`src/rtl/skew_collector.sv`:
```
// Collects one column's skewed output stream from the systolic array (DEPTH words) and drains it in arrival order.
// Optional sticky lost-word flag on ovf when SKEW_COLLECTOR_OVF_EN is defined; otherwise ovf is tied low.
module skew_collector #(
   parameter int DW    = 8,
   parameter int DEPTH = 7,
   parameter int IDW   = 3
) (
   input  logic           clk,
   input  logic           rstn,
   input  logic           start,
   input  logic           shift,
   input  logic [DW-1:0]  shift_in,
   output logic           busy,
   output logic           full,
   output logic           out_valid,
   input  logic           out_ready,
   output logic [DW-1:0]  out_data,
   output logic [IDW-1:0] out_id,
   input  logic [IDW-1:0] rd_id,
   output logic [DW-1:0]  rd_data,
   output logic           ovf
);

   // Drain port: out_valid/out_data/out_id form a valid/ready source; a word is
   // consumed on any rising edge where out_valid && out_ready, and the word is
   // held stable while out_valid && !out_ready. out_valid never depends on out_ready.

   typedef enum logic [1:0] {
      IDLE  = 2'd0,
      FILL  = 2'd1,
      DRAIN = 2'd2
   } state_t;

   localparam logic [IDW:0]   CNT_LAST = (IDW+1)'(DEPTH-1);
   localparam logic [IDW-1:0] PTR_LAST = IDW'(DEPTH-1);
   localparam logic [IDW:0]   DEPTH_W  = (IDW+1)'(DEPTH);

   state_t         state;
   logic [IDW:0]   cnt;
   logic [IDW-1:0] ptr;
   logic [DW-1:0]  mem [DEPTH];
   logic [IDW-1:0] drain_idx;
   logic [IDW-1:0] rd_idx;
   logic           shift_en;

   assign shift_en = (state == FILL) && shift;

   // Newest word enters at mem[0]; arrival index j ends up at mem[DEPTH-1-j].
   always_ff @(posedge clk or negedge rstn) begin
      if (!rstn) begin
         for (int i = 0; i < DEPTH; i++) mem[i] <= '0;
      end else if (shift_en) begin
         mem[0] <= shift_in;
         for (int i = 1; i < DEPTH; i++) mem[i] <= mem[i-1];
      end
   end

   always_ff @(posedge clk or negedge rstn) begin
      if (!rstn) begin
         state     <= IDLE;
         cnt       <= '0;
         ptr       <= '0;
         busy      <= 1'b0;
         full      <= 1'b0;
         out_valid <= 1'b0;
      end else begin
         case (state)
            IDLE: begin
               if (start) begin
                  state <= FILL;
                  cnt   <= '0;
                  busy  <= 1'b1;
               end
            end
            FILL: begin
               if (shift) begin
                  cnt <= cnt + 1'b1;
                  if (cnt == CNT_LAST) begin
                     state     <= DRAIN;
                     ptr       <= '0;
                     full      <= 1'b1;
                     out_valid <= 1'b1;
                  end
               end
            end
            DRAIN: begin
               if (out_ready) begin
                  if (ptr == PTR_LAST) begin
                     state     <= IDLE;
                     ptr       <= '0;
                     busy      <= 1'b0;
                     full      <= 1'b0;
                     out_valid <= 1'b0;
                  end else begin
                     ptr <= ptr + 1'b1;
                  end
               end
            end
            default: begin
               state     <= IDLE;
               busy      <= 1'b0;
               full      <= 1'b0;
               out_valid <= 1'b0;
            end
         endcase
      end
   end

   assign drain_idx = PTR_LAST - ptr;
   assign rd_idx    = PTR_LAST - rd_id;
   assign out_id    = ptr;
   assign out_data  = out_valid ? mem[drain_idx] : '0;
   assign rd_data   = ({1'b0, rd_id} < DEPTH_W) ? mem[rd_idx] : '0;

`ifdef SKEW_COLLECTOR_OVF_EN
   // Accepted start in IDLE clears the flag even if a loss is seen on the same edge.
   always_ff @(posedge clk or negedge rstn) begin
      if (!rstn) begin
         ovf <= 1'b0;
      end else if ((state == IDLE) && start) begin
         ovf <= 1'b0;
      end else if (((state == DRAIN) && shift) || ((state != IDLE) && start)) begin
         ovf <= 1'b1;
      end
   end
`else
   assign ovf = 1'b0;
`endif

endmodule

```
`config.mk`:
```
export PLATFORM = sky130hd
export DESIGN_NAME = skew_collector
export DESIGN_NICKNAME = d
export VERILOG_FILES = /design/src/rtl/skew_collector.sv
export SDC_FILE = /design/constraint.sdc
export NUM_CORES = 1
export LEC_CHECK = 0
export BUFFER_PORTS_ARGS = -buffer_cell sky130_fd_sc_hd__buf_2
export CAP_MARGIN = 5
export CELL_PAD_IN_SITES_DETAIL_PLACEMENT = 0
export CELL_PAD_IN_SITES_GLOBAL_PLACEMENT = 2
export CORE_ASPECT_RATIO = 1.5
export CORE_MARGIN = 10
export CORE_UTILIZATION = 40
export CTS_CLUSTER_SIZE = 30
export DETAILED_ROUTE_END_ITERATION = 16
export PLACE_DENSITY = 0.82
export SLEW_MARGIN = 10
export SYNTH_ARGS = -nofsm -noshare
export SYNTH_HDL_FRONTEND = slang
export SYNTH_SLANG_ARGS = --single-unit
```
`constraint.sdc`:
```
create_clock -name clk -period 2.6 [get_ports clk]
set_input_delay 0.26 -clock clk [delete_from_list [all_inputs] [get_ports clk]]
set_output_delay 0.26 -clock clk [all_outputs]
set_load 0.005 [all_outputs]
```
Word-level counts from Yosys, hierarchy flattened. Cells that the tools add are included.

Register bits: 67. Input bits: 16. Output and inout port bits: 23. Logic and storage cells: 70.

$add $sub $neg: 4. Magnitude comparators: 3. Eq/ne operators: 9. Muxes and demuxes: 29. Bitwise logic cells: 4. Reduce and logical (&&, ||, !) cells: 9.

Operators by type and width (number): $bmux W8 S3 (2); $mux W8 (6); $mux W3 (4); $mux W2 (5); $reduce_and A5 Y1 (2); $ge A4 B4 Y1 const B (2); $mux W4 (2); $ne A2 B2 Y1 const B (4); $not A3 Y4 (2); $pmux W4 S2 (1); $reduce_and A4 Y1 (2); $pmux W1 S3 (2); $pmux W2 S3 (1); $pmux W3 S2 (1); $sub A3 B3 Y3 const A (2); $mux W1 (5); $add A4 B1 Y4 const B (1); $eq A4 B3 Y1 const B (1); $reduce_bool A2 Y1 (2); $add A3 B1 Y3 const B (1); $eq A3 B3 Y1 const B (1); $lt A3 B3 Y1 const B (1); $reduce_and A3 Y1 (1); $eq A2 B1 Y1 const B (1); 5 further kinds (6).

Logic depth before layout (Yosys ltp). Gate-level depths: netlist of the first run.

Depth in word-level cells: 6. Gate-level depth with buffers: 10. Gate-level depth less buffers: 5.

Worst setup path before layout of the first run. No wires, ideal clock.

Path kind: reg2out. Start point: reg ptr[0] (netlist: out_id[0]). End point: out out_data[3]. Arrival: 2170 ps. Setup slack: 170 ps. Stages on the path, launching flop included: 10. Buffers on the path: 5. Path through: dfrtp_1 -> buf_6 -> buf_6 -> buf_2 -> inv_1 -> ha_1 -> clkbuf_1 -> buf_2 -> mux4_2 -> o211a_1.

Word-level cells in the longest chain between the ends: 6.

Ends and longest elaborated chain: from (decl) (RTL line 40) `logic [IDW-1:0] ptr;`; from (signal assigned) (RTL line 95) `ptr <= ptr + 1'b1;`; $sub A3 B3 Y3 (RTL line 109) `assign drain_idx = PTR_LAST - ptr;`; $not A3 Y4 (not written as such) (RTL line 112) `assign out_data = out_valid ? mem[drain_idx] : '0;`; $bmux W8 S3 (RTL line 112); $mux W8 (not written as such) (2 in series) (RTL line 112); $mux W8 (RTL line 112); to (decl) (RTL line 17) `output logic [DW-1:0] out_data,`.

No other way between the ends. The select of a mux whose other input is x is not followed.

Final worst setup path of the first run.
Start point: reg ptr[1] (netlist: out_id[1]). End point: out out_data[4].

The elaborated chain is that of the path after synthesis.

==> impl_metrics.ini, run 1 <==
[status]
status = completed

[logic_synthesis]
syn_nets = 312
synth_edf_count = 0
synth_top_family_by_area = multiplexers
ys_seq_elements = 67
yosys_warnings = 0
postSynthCellCount = 289
synth_xor_area_share_pct = 1.122
yosysSeqAreaShare_pct = 44.21
ys_types = 43
yosys.area_share.simple_pct = 7.984
syn-mean-instance-area_um2 = 13.12
synth_compound_area_share_pct = 8.479
netlist_area_um2 = 3792
ys.flop_type = dfrtp_1
synthAdderAreaFrac_pct = 2.309
synthMuxAreaShare_pct = 30.98
async_flop_share_pct = 100.0

[min_path]
hold_class = input pin to flip-flop

[global_routing]
globalRouteMet2Util_pct = 18.40
grt_pass1_vias = 2557
top_usage_layer = met2
antenna_found_initial = 0
grt_overflow = 0
grt_pass1_wl_um = 13610
grt_util_all_layers_pct = 12.03
grt_util_met3_pct = 3.370
grtUsageMet1_pct = 15.32
grt_max_degree = 68

[floorplan]
row_count = 43
dieHeight_um = 139.3
io_pins = 39
start_util_pct = 40.98
dieArea_um2 = 13860
die_w_um = 99.50
coreArea_um2 = 9254

[timing]
post-route-period-util_pct = 92.41
worstMarginPinSlew_ps = 682.2
setup_viol = 0
drv_slew = 0
holdWs_ps = 159.0
final_hold_viol_count = 0
skew_ps = 4.853
final.setup.tns_ps = 0
min_period_ps = 2403
timing.final.ws_setup_ps = 197.3
max_freq_mhz = 416.2
relSlewSlack_pct = 54.37
grt_setup_unrepaired = no

[placement]
dp_cells = 424
port-buffer-count = 37
place_hpwl_um = 5471
pre_cts_ws_ps = 476.3
globalplace.congestion = 0.7763
dpl-instance-area_um2 = 4054

[routing]
drt_wl_total_um = 8090
drt_pass1_iterations = 4
first_iter_violations = 103
dr_total_vias = 2468
wl_per_cell_um = 18.34
ant_nets = 0
viasPerCell = 5.596
drc = 0

[clocking]
cts_tree = done
worstSkewPairLatency_ps = 330
htree_levels = 3
clk_pin_slew_ps = 60
cts.sinks = 67
cts_setup_buffers = 0
root_buffer = clkbuf_16
clockBufferDepth = 2
cts_buffers = 9

[setup_path]
critPathLaunchType = flip-flop
path_max_fanout = 24
cp_data_required_time_ps = 2340
critPathCaptureType = output pin
critPathArrivalTime_ps = 2140
worstSetupPathType = flip-flop to output pin

[layout]
num_antenna_cells = 0
num-fill-cells = 856
final_cell_mix = dfrtp_1 (67), mux2_2 (63), buf_2 (37), mux4_2 (16), nor2_1 (12)
final_common_cell = dfrtp_1
final_util_pct = 47.47
drive_above_1_share_pct = 44.07
areaGrowthSynthToFinish_pct = 15.84
layout.nets = 347
fin_area_um2 = 4393
final-instance-count-excl-fill = 441

[power_and_ir_drop]
power.internal_mw = 4.025
p_switching_mw = 2.130
switching_share_pct = 34.60
leakage_nw = 1.894
p_clk_share_pct = 21.7
peakVddDrop_v = 0.0005750
finalPower_mw = 6.154
p_per_area_nw_per_um2 = 1401
seq_power_share_pct = 34.2
comb_power_share_pct = 44.2

[flow_run]
cap_viol_max_count = 0
logic make-up (layout without fill, tap and decap cells):
group | after synthesis | after routing
compound gates | 39 | 39
xor+xnor | 4 | 4
fa+ha+maj | 7 | 7
buf+inv | 30 | 70
flops | 67 | 67
mux | 89 | 89
other cells | 1 | 1
simple gates | 52 | 52
registers in the layout (all words and copies together) (netlist names):
register	flops
mem	56
cnt	4
out_id	3
state	2
busy	1
out_valid	1
cell type report:
class                   instances  area [µm²]  area share [%]
well taps                     112       140.1           3.190
clock buffers                  12       256.5           5.839
flip-flops and latches         67        1677           38.17
clock inverters                 4       72.57           1.652
repair buffers                 47       287.8           6.551
multi-input cells             192        1933           44.00
inverters                       7       26.28          0.5981
critical path, stage by stage, from the launching register on:
cell	delay, ps
dfrtp_1	460
ha_1	310
buf_4	300
mux4_2	380
o211a_1	240
buf_2	130
cell usage after synthesis, types with 5 or more instances:
| library cell | number | area share [%] |
|---|---|---|
| o211ai_1 | 10 | 2.0 |
| inv_1 | 7 | 0.69 |
| ha_1 | 7 | 2.3 |
| buf_2 | 8 | 1.1 |
| a221oi_1 | 7 | 1.6 |
| nand3_1 | 5 | 0.66 |
| nand3b_1 | 9 | 1.8 |
| buf_6 | 6 | 1.8 |
| dfrtp_1 | 67 | 44 |
| mux2_2 | 63 | 19 |
| o211a_1 | 8 | 2.1 |
| mux2i_1 | 9 | 2.4 |
| mux4_2 | 16 | 9.5 |
| nor2_1 | 12 | 1.2 |
| nor3_1 | 10 | 1.3 |
power groups by stage:
stage | combinational, mW | clock [mW] | sequential, mW
global placement | 2.70 | 0 | 2.09
finish | 2.72 | 1.33 | 2.10
CTS | 2.76 | 1.35 | 2.10
detailed placement | 2.74 | 0 | 2.11
floorplan | 2.15 | 0 | 1.93
global route | 2.98 | 1.41 | 2.20
worst paths after layout:
kind	startpoint	end	slack (ps)	depth (start not counted)
setup / recovery	out_id[1]	out_data[4]	200	5
hold / removal	shift_in[7]	mem[55]	160	2
setup reg to reg	state[0]	mem[45]	880	3
hold reg to reg	busy	busy	540	1
max in group asynchronous	rstn	mem[14]	1830	3
min in group asynchronous	rstn	out_id[2]	470	3
layer usage:
layer	up-vias	wire, µm
li1	1166	-
met1	1242	3708
met2	42	3894
met3	18	323
met4	0	163
met5	-	0
timing repair:
item	in CTS	in global routing
hold endpoints to repair	67	0
resized for setup	0	0
hold buffers	1	0
No activity file was read; power rests on OpenSTA's default activity.
==> run 2: changes to the inputs <==
Settings changed: CORE_ASPECT_RATIO 1.5 to not set, RECOVER_POWER set to 100.
==> run 2 against run 1 <==
  * Routed wire length is 0.61% lower
  * Critical path depth stayed put
  * Global-route usage hardly changed
  * Via count is 0.45% lower
  * Setup slack worse by 23 ps
  * Non-clock buffer count is 2 higher
  * Worst hold slack worse by 23 ps
  * Critical path type unchanged
  * Largest power group unchanged
==> impl_metrics.ini, run 2 (synthesized netlist as in run 1, its figures left out) <==
[layout]
drive_above_1_share_pct = 38.67
num_antenna_cells = 0
seq_area_um2 = 1677
final_common_cell = dfrtp_1
final_cell_mix = dfrtp_1 (67), mux2_2 (63), buf_2 (20), clkbuf_1 (18), mux4_2 (16)
multi_input_area_um2 = 1918
areaGrowthSynthToFinish_pct = 12.34
largest-register = mem
layout.nets = 349
largest_reg_flops = 56
num-fill-cells = 868

[timing]
relSlewSlack_pct = 18.13
final_hold_viol_count = 0
setup_viol = 0
min_period_ps = 2426
skew_ps = 6.806
worstMarginPinSlew_ps = 1228
grt_setup_unrepaired = no
final.setup.tns_ps = 0
holdWs_ps = 136.4
drv_slew = 0
post-route-period-util_pct = 93.31
max_freq_mhz = 412.2

[routing]
drt_pass1_iterations = 4
drc = 0
first_iter_violations = 162
drt_wl_total_um = 8041
viasPerCell = 5.341
dr_total_vias = 2457
ant_nets = 0
wl_per_cell_um = 17.48

[power_and_ir_drop]
peakVddDrop_v = 0.0004203
p_per_area_nw_per_um2 = 1347
leakage_nw = 1.793

[global_routing]
grt_pass1_wl_um = 13680
grt_util_all_layers_pct = 12.03
antenna_found_initial = 0
grt_pass1_vias = 2539
grt_max_degree = 38
grt_overflow = 0

[setup_path]
worst-r2r-cell-count = 3
startpoint = out_id[1]
regToRegEndpoint = mem[5]
cp_data_required_time_ps = 2340
critPathLaunchType = flip-flop
r2r_start = state[0]
worstSetupPathType = flip-flop to output pin
cp_top_family = XOR/XNOR gates
path_max_fanout = 16
reg2reg_slack_ps = 300
critPathCaptureType = output pin
critPathBufInv = 1
slowest_delay_ps = 620
cp_slowest_cell = xnor2_2
critPathArrivalTime_ps = 2170
cp_cell_sequence = ha_1 -> xnor2_2 -> o211ai_1 -> o211a_1 -> buf_2

[placement]
port-buffer-count = 37
globalplace.congestion = 0.7973
place_hpwl_um = 5564

[clocking]
cts_tree = done
post_cts_resized = 0
root_buffer = clkbuf_8
worstSkewPairLatency_ps = 350
cts_setup_buffers = 0
clk_pin_slew_ps = 80
cts.sinks = 67
cts_buffers = 9
htree_levels = 3
clockBufferDepth = 2
hold_buffers = 1

[floorplan]
die_w_um = 117.4
coreArea_um2 = 9240
start_util_pct = 41.04
io_pins = 39
row_count = 35
dieHeight_um = 117.4
dieArea_um2 = 13780

[min_path]
min-delay-start = shift_in[5]
hold_class = input pin to flip-flop
worstHoldEndpoint = mem[53]
hold_depth = 2

[status]
status = completed

[flow_run]
cap_viol_max_count = 0
-- run 2: metrics by stage --
step                cell area (µm²)  utilization, %  power, mW  instances  setup slack (ps)
floorplan                      3792               -      4.077        289             169.9
global placement               4078           44.13      4.799        443             551.4
detailed placement             4078           44.13      4.844        443             531.7
CTS                            4314           46.69      5.859        460             143.6
global route                   4260           46.11      6.198        460             41.28
finish                         4260           46.11      5.738        460             173.9
-- run 2: layout make-up --
cell class	count	share of cell area, %
clock inverter	5	1.762
timing repair buffer	49	5.903
sequential	67	39.35
clock buffer	11	3.554
multi-input combinational	192	45.02
tap	129	3.789
inverter	7	0.6167
-- run 2: worst max path at each step --
stage                       end  slack [ps]  cells past startpoint
global placement    out_data[2]         550                      5
floorplan           out_data[3]         170                      9
CTS                 out_data[0]         140                      5
finish              out_data[1]         170                      5
detailed placement  out_data[0]         530                      5
global route        out_data[1]          40                      5
-- run 2: power by group --
part / leakage [nW] / total, mW / switching (mW) / internal (mW)
clock network: 0.119 / 0.995 / 0.408 / 0.588
logic: 0.883 / 2.63 / 1.13 / 1.50
registers: 0.791 / 2.11 / 0.541 / 1.57
-- run 2: layer usage --
layer,routed length [µm],GRT usage [%],part of all wire [%]
met1,3988,16.68,50
met2,3541,17.24,44
met3,399,3.165,5.0
met4,112,4.930,1.4
met5,0,0,0
==> run 3: changes to the inputs <==
Settings changed: CORE_MARGIN 10 to not set.
==> run 3 against run 2 <==
  * The flow now finishes with violations (capacitance limit, slew limit)
  * Combinational power is 3% higher
  * Design area shrank 0.53%
  * Die area down 28%
  * Critical path depth down 1
  * First-iteration DRC count is 34% lower
  * Setup slack better by 61 ps
  * Routed wire length down 2.6%
  * Largest cell class unchanged
==> impl_metrics.ini, run 3 (synthesized netlist as in run 1, its figures left out) <==
[status]
status = finished with violations
violations = capacitance limit, slew limit

[global_routing]
grt_max_degree = 59
grtUsageMet1_pct = 23.09
grt_pass1_vias = 2425
top_usage_layer = met2
antenna_found_initial = 0
grt_overflow = 0
grt_util_met3_pct = 4.287
globalRouteMet2Util_pct = 26.82
grt_pass1_wl_um = 12800
grt_util_all_layers_pct = 16.96

[layout]
num_antenna_cells = 0
layout.nets = 348
final_cell_mix = dfrtp_1 (67), mux2_2 (63), buf_2 (24), mux4_2 (16)
areaGrowthSynthToFinish_pct = 11.75
num-fill-cells = 848
largest-register = mem
drive_above_1_share_pct = 40.61
largest_reg_flops = 56
final-instance-count-excl-fill = 441
final_common_cell = dfrtp_1

[placement]
dp_cells = 425
port-buffer-count = 37
place_hpwl_um = 5256
globalplace.congestion = 0.7412

[min_path]
min-delay-start = shift_in[4]
hold_class = input pin to flip-flop
hold_depth = 2
worstHoldEndpoint = mem[52]

[clocking]
worstSkewPairLatency_ps = 350
htree_levels = 3
root_buffer = clkbuf_8
hold_buffers = 0
clockBufferDepth = 2
cts_tree = done
clk_pin_slew_ps = 80
cts.sinks = 67
cts_buffers = 9

[setup_path]
regToRegEndpoint = mem[1]
critPathCaptureType = output pin
reg2reg_slack_ps = 590
cp_slowest_cell = ha_2
worstSetupPathType = flip-flop to output pin
path_max_fanout = 11
slowest_delay_ps = 560
worst-r2r-cell-count = 3
cp_data_required_time_ps = 2340
critPathArrivalTime_ps = 2110
critPathLaunchType = flip-flop
r2r_start = state[1]
cp_cell_sequence = ha_2 -> mux4_2 -> o211a_1 -> buf_2

[floorplan]
die_w_um = 99.37
coreArea_um2 = 9196
row_count = 35
start_util_pct = 41.24
io_pins = 39
dieHeight_um = 99.37
dieArea_um2 = 9874

[routing]
first_iter_violations = 107
viasPerCell = 5.592
drt_wl_total_um = 7828
wl_per_cell_um = 17.75
dr_total_vias = 2466
drc = 0
ant_nets = 0
drt_pass1_iterations = 4

[timing]
final.setup.tns_ps = 0
grt_setup_unrepaired = no
min_period_ps = 2365
skew_ps = 4.718
max_freq_mhz = 422.8
setup_viol = 0
final_hold_viol_count = 0
post-route-period-util_pct = 90.96
worstMarginPinSlew_ps = 1881
drv_slew = 31
relSlewSlack_pct = -25.38

[power_and_ir_drop]
p_per_area_nw_per_um2 = 1346
peakVddDrop_v = 0.0004323
leakage_nw = 1.782

[flow_run]
cap_viol_max_count = 1
[run 3: per-stage QoR]
stage	util, %	hold slack [ps]	setup WS [ps]	power (mW)	area (µm²)
finish	46.08	135.5	234.9	5.704	4238
global route	46.08	119.3	60.12	6.122	4238
CTS	46.41	0.1057	55.89	5.797	4268
detailed placement	44.23	389.5	413.0	4.880	4068
global placement	44.23	382.4	382.5	4.816	4068
floorplan	-	-35.59	169.9	4.077	3792
[run 3: power by group]
group	internal [mW]	leakage [nW]	switching [mW]	total, mW
Sequential	1.57	0.791	0.545	2.11
Combinational	1.57	0.895	1.13	2.70
Clock	0.449	0.0962	0.440	0.889
[run 3: routing by layer]
metal  vias up  wire, µm
met1      1241      3794
met5         -         0
met3         6       278
met2        50      3682
li1       1169         -
met4         0        73
[run 3: timing repair]
item	CTS	global route
endpoints found under the setup margin	0	8
setup buffers	0	0
gates resized for setup	0	2
[run 3: worst max path at each step]
stage | start | end | cells past startpoint
after floorplan | out_id[0] | out_data[3] | 9
after global placement | rd_id[0] | rd_data[1] | 6
after detailed placement | rd_id[0] | rd_data[2] | 6
after CTS | out_id[1] | out_data[5] | 4
after global routing | rd_id[0] | rd_data[2] | 6
final | out_id[1] | out_data[5] | 4
[run 3: critical path: cells and delay by family, from the launching register on]
family | cells | cell delay [ps]
flops | 1 | 460
compound gates | 1 | 230
buf+inv | 1 | 120
mux | 1 | 390
fa+ha+maj | 1 | 560
[run 3: area by class of cell]
| cell class | count | area [µm²] | area share, % |
|---|---|---|---|
| Sequential cell | 67 | 1677 | 39.56 |
| Clock buffer | 9 | 123.9 | 2.923 |
| Tap cell | 111 | 138.9 | 3.277 |
| Multi-Input combinational cell | 192 | 1932 | 45.59 |
| Clock inverter | 7 | 76.32 | 1.801 |
| Inverter | 7 | 26.28 | 0.6200 |
| Timing Repair Buffer | 48 | 264.0 | 6.230 |
